$ cat config.mk
export PLATFORM = sky130hd
export DESIGN_NAME = pe_dot_controller
export DESIGN_NICKNAME = d
export VERILOG_FILES = /design/src/rtl/pe_dot_controller.sv
export SDC_FILE = /design/constraint.sdc
export NUM_CORES = 1
export LEC_CHECK = 0
export CAP_MARGIN = 20
export CORE_ASPECT_RATIO = 2
export CORE_MARGIN = 2
export CORE_UTILIZATION = 45
export CTS_CLUSTER_DIAMETER = 120
export DETAILED_ROUTE_END_ITERATION = 16
export PLACE_DENSITY = 0.85
export SETUP_SLACK_MARGIN = 0.4
export SLEW_MARGIN = 20
export SYNTH_ARGS = -nofsm -noshare
export SYNTH_HDL_FRONTEND = slang
export SYNTH_SLANG_ARGS = --single-unit
$ cat constraint.sdc
create_clock -name CLK -period 2.95 [get_ports CLK]
set_input_delay 0.4425 -clock CLK [delete_from_list [all_inputs] [get_ports CLK]]
set_output_delay 0.4425 -clock CLK [all_outputs]
set_load 0.1 [all_outputs]
$ cat src/rtl/pe_dot_controller.sv
// pe_dot_controller: sequences one multiply-accumulate processing element
// through a dot product of programmable length. Operand pairs are accepted
// one at a time, the PE sum output is fed back as the next sum input, and
// the final sum is offered on a valid/ready result port together with a
// sticky wrap flag and a watchdog abort flag.
module pe_dot_controller #(
  parameter int PRECISION        = 8,
  parameter int OUTPUT_PRECISION = 32,
  parameter int LEN_W            = 8,
  parameter int TIMEOUT          = 64
) (
  input  logic                        CLK,
  input  logic                        reset,
  input  logic                        cmd_start,
  input  logic [LEN_W-1:0]            cfg_len,
  input  logic [OUTPUT_PRECISION-1:0] cfg_bias,
  output logic                        busy,
  input  logic                        op_valid,
  output logic                        op_ready,
  input  logic [PRECISION-1:0]        op_a,
  input  logic [PRECISION-1:0]        op_b,
  output logic [PRECISION-1:0]        pe_a,
  output logic [PRECISION-1:0]        pe_b,
  output logic [OUTPUT_PRECISION-1:0] pe_s_in,
  output logic                        pe_start,
  input  logic                        pe_ready,
  input  logic [OUTPUT_PRECISION-1:0] pe_s_out,
  output logic                        res_valid,
  input  logic                        res_ready,
  output logic [OUTPUT_PRECISION-1:0] res_data,
  output logic                        res_ovf,
  output logic                        res_err
);

  // Watchdog only has to count up to TIMEOUT-1 (TIMEOUT >= 2).
  localparam int WD_W = $clog2(TIMEOUT);

  typedef enum logic [1:0] {
    IDLE = 2'd0,
    LOAD = 2'd1,
    WAIT = 2'd2,
    DONE = 2'd3
  } state_t;

  state_t                        state;
  logic [OUTPUT_PRECISION-1:0]   acc;
  logic [LEN_W-1:0]              len;
  logic [LEN_W-1:0]              count;
  logic [WD_W-1:0]               wd;
  logic                          ovf;
  logic                          err;

  // The accumulator is both the PE sum input and the reported result; it
  // only changes in IDLE (bias load) and on a PE completion, so it is
  // stable for the whole of WAIT and DONE.
  assign pe_s_in  = acc;
  assign res_data = acc;
  assign res_ovf  = ovf;
  assign res_err  = err;

  // Sequencer FSM with registered handshake outputs; every output flop is
  // updated on the same edge as the state transition that implies it.
  always_ff @(posedge CLK or posedge reset) begin
    if (reset) begin
      state     <= IDLE;
      acc       <= '0;
      len       <= '0;
      count     <= '0;
      wd        <= '0;
      ovf       <= 1'b0;
      err       <= 1'b0;
      pe_a      <= '0;
      pe_b      <= '0;
      busy      <= 1'b0;
      op_ready  <= 1'b0;
      pe_start  <= 1'b0;
      res_valid <= 1'b0;
    end else begin
      case (state)
        IDLE: begin
          if (cmd_start) begin
            len  <= cfg_len;
            acc  <= cfg_bias;
            ovf  <= 1'b0;
            err  <= 1'b0;
            busy <= 1'b1;
            if (cfg_len == '0) begin
              state     <= DONE;
              res_valid <= 1'b1;
            end else begin
              state    <= LOAD;
              op_ready <= 1'b1;
            end
          end
        end
        LOAD: begin
          if (op_valid) begin
            pe_a     <= op_a;
            pe_b     <= op_b;
            wd       <= '0;
            op_ready <= 1'b0;
            pe_start <= 1'b1;
            state    <= WAIT;
          end
        end
        WAIT: begin
          // A completion on the final watchdog cycle still counts.
          if (pe_ready) begin
            acc      <= pe_s_out;
            ovf      <= ovf | (pe_s_out < acc);
            count    <= count + LEN_W'(1);
            pe_start <= 1'b0;
            if ((count + LEN_W'(1)) == len) begin
              state     <= DONE;
              res_valid <= 1'b1;
            end else begin
              state    <= LOAD;
              op_ready <= 1'b1;
            end
          end else if (wd == WD_W'(TIMEOUT - 1)) begin
            err       <= 1'b1;
            pe_start  <= 1'b0;
            state     <= DONE;
            res_valid <= 1'b1;
          end else begin
            wd <= wd + WD_W'(1);
          end
        end
        DONE: begin
          if (res_ready) begin
            res_valid <= 1'b0;
            busy      <= 1'b0;
            count     <= '0;
            state     <= IDLE;
          end
        end
        default: state <= IDLE;
      endcase
    end
  end

endmodule
==> flow_metrics.py <==
metrics = {
    "cells_and_area": {
        "num-fill-cells": 869,
        "fin_util_pct": 63.8,
        "nets": 818,
        "antennaDiodeCount": 0,
        "areaGrowthSynthToFinish_pct": 37.3,
        "drive_gt1_share_pct": 18.7,
        "multi_input_area_mm2": 0.00227,
        "ff_latch_area_mm2": 0.00195,
    },
    "floorplan": {
        "die-area_mm2": 0.0114,
        "row_count": 52,
        "core_mm2": 0.0101,
        "die_h_um": 149,
        "die_x_um": 76.4,
        "num_io_pins": 180,
        "initial_utilization_pct": 46.5,
    },
    "synthesis": {
        "yosysWarnings": 0,
        "synth_top_area_cell": "dfrtp_1",
        "syn_inst": 549,
        "synth_edf_count": 0,
        "synth.top_cell.area_share_pct": 41.4,
        "ys_types": 50,
        "ys_top_cells_by_area": "dfrtp_1, nand2_1, ha_1",
        "ys_ff_latch": 78,
        "async_reset_ff_share_pct": 100,
        "synth.avg_cell_area_um2": 8.59,
        "synth_top_flop_cell": "dfrtp_1",
        "synthTopCellsByCount": "nand2_1, dfrtp_1, nor2_1, inv_1, a31oi_1",
        "seq_area_frac_synth_pct": 41.4,
        "synth_nets": 676,
        "synth_area_mm2": 0.00472,
        "synth.most_common_cell": "nand2_1",
    },
    "sta": {
        "relSlewSlack_pct": 48.7,
        "rsz0062_at_grt": "no",
        "worstMarginPinSlew_ns": 0.769,
        "maxSlewViolCount": 0,
        "max_freq_mhz": 462,
        "hold_viol": 0,
        "fin_setup_tns_ns": 0,
        "min_period_ns": 2.16,
        "fin_crit_sh_pct": 73.3,
        "skew_ns": 0.00564,
        "setup_violations": 0,
    },
    "detailed_routing": {
        "ant_nets": 0,
        "viasPerCell": 5.33,
        "vias": 4430,
        "drc_errors": 0,
        "drt-initial-drc-count": 155,
        "totalWireLength_um": 13700,
        "drt-wirelength-per-cell_um": 16.5,
        "first_pass_iters": 5,
    },
    "placed_design": {
        "port_buffers": 179,
        "place_congestion": 0.901,
        "dp_hpwl_um": 10500,
    },
    "worst_setup_path": {
        "path_buf_inv": 0,
        "crit_type": "reg -> reg",
        "worstPathArrival_ns": 2.35,
        "cp_max_fo": 6,
        "crit_path_end_kind": "flip-flop",
        "path_delay_family": "compound AO/OA/AOI/OAI gates",
        "critPathSlowestCell": "dfrtp_1",
        "cpPeakStageDelay_ns": 0.45,
        "required_ns": 3.14,
        "startpoint_type": "flip-flop",
        "path_cells": "ha_1 > and3_4 > nand3_4 > xnor2_2 > nand4_2 > a2111oi_4 > a31oi_1",
    },
    "grt": {
        "grt_pass1_wl_um": 22000,
        "grt_usage_pct": 24.1,
        "grt_start_max_net_pins": 65,
        "grt_pass1_vias": 4577,
        "gr-total-overflow": 0,
        "antenna_found_initial": 0,
    },
    "status": {
        "status": "complete, no violations",
    },
    "clock_network": {
        "htree_levels": 3,
        "post_cts_resized": 0,
        "clk_latency_ns": 0.33,
        "cts_hold_buf": 0,
        "clkTransAtPathRegs_ns": 0.06,
        "cts-root-buf": "clkbuf_16",
        "cts_tree": "built",
        "cts_buffers": 9,
        "cts_setup_buffers": 0,
        "cts_buffer_depth": 2,
        "cts_sinks": 78,
    },
    "min_path": {
        "timing.hold.worst.class": "reg -> reg",
    },
    "run": {
        "maxCapViolations": 0,
    },
}
==> placed cells by master (no fill, tap or decap), types with 2 or more instances in the layout <==
| cell | n |
|---|---|
| clkbuf_16 | 9 |
| clkdlybuf4s50_1 | 93 |
| a32o_1 | 2 |
| nand3_1 | 11 |
| nand2b_1 | 2 |
| xnor2_1 | 6 |
| nand2_1 | 139 |
| nor3_1 | 2 |
| a21oi_1 | 10 |
| dfrtp_1 | 78 |
| o21ai_0 | 16 |
| buf_12 | 2 |
| inv_1 | 34 |
| o22ai_1 | 2 |
| nor2b_1 | 2 |
| mux2_2 | 8 |
| a31oi_1 | 34 |
| nor2_1 | 46 |
| and4_1 | 2 |
| ha_1 | 33 |
| nor4_1 | 3 |
| clkinv_2 | 2 |
| nand4_1 | 6 |
| a211oi_1 | 6 |
| o21ai_1 | 4 |
| buf_4 | 91 |
| a21o_1 | 12 |
| o31ai_1 | 3 |
| xor2_1 | 7 |
| clkbuf_8 | 3 |
| clkinvlp_4 | 2 |
| nor3b_1 | 2 |
| nand2_2 | 2 |
==> area by class of cell <==
type	instances	area share, %
inverters	36	2.11
clock inverters	4	0.444
repair buffers	186	25.5
well taps	135	2.61
flip-flops and latches	78	30.1
clock buffers	12	4.12
multi-input cells	380	35.0
==> worst reg2reg max path, delay by kind of cell, from the launching register on <==
kind	cells	cell delay (ns)
flip-flops	1	0.45
XOR/XNOR	1	0.19
AND/OR/NAND/NOR	3	0.50
adder cells (fa/ha/maj)	1	0.31
AO/OA/AOI/OAI	2	0.59
==> state kept, by name, summed over array words and instances (netlist names) <==
register	flops
count	8
res_ovf	1
pe_a	8
op_ready	1
state	2
res_err	1
pe_start	1
pe_s_in	32
pe_b	8
len	8
busy	1
wd	6
res_valid	1
==> metal layers <==
layer	global-route usage, %	part of all wire (%)	up-vias	wire (um)
met4	12.3	3.7	0	507
met3	3.87	3.4	33	460
met1	23.5	36	2153	4880
met5	0	0	-	0
met2	47.7	57	137	7850
li1	-	-	2107	-
==> metrics by stage <==
stage / setup slack, ns / hold WS, ns / cells / cell area, um2
global placement: 0.472 / 0.463 / 815 / 6180
floorplan: 0.487 / 0.468 / 549 / 4720
detailed placement: 0.506 / 0.463 / 815 / 6180
global route: 0.629 / 0.508 / 831 / 6480
CTS: 0.763 / 0.486 / 831 / 6480
finish: 0.787 / 0.481 / 831 / 6480
==> kinds of logic (layout without fill, tap and decap cells) <==
family          count (synthesis)  count (layout)  share of synthesized area, %
flops                          78              78                          41.4
fa+ha+maj                      33              33                          8.76
compound gates                 98              98                          13.9
xor+xnor                       14              14                          2.76
buf+inv                        91             238                          10.5
simple gates                  226             226                          20.5
mux                             9               9                          2.12
==> path summary, 6_finish.rpt <==
kind	startpoint	endpoint	slack, ns	depth (start not counted)
max	count[0]$_DFFE_PP0P_	op_ready$_DFFE_PP0P_	0.79	7
min	pe_start$_DFFE_PP0P_	pe_start$_DFFE_PP0P_	0.48	2
max reg2reg	count[0]$_DFFE_PP0P_	op_ready$_DFFE_PP0P_	0.79	7
min reg2reg	pe_start$_DFFE_PP0P_	pe_start$_DFFE_PP0P_	0.48	2
max in group asynchronous	reset	res_err$_DFFE_PP0P_	1.77	3
min in group asynchronous	reset	pe_a[6]$_DFFE_PP0P_	0.54	2
Power is left out: the tool's default activity adds up to more than one toggle a clock period on the data nets, which glitch-free logic cannot reach.
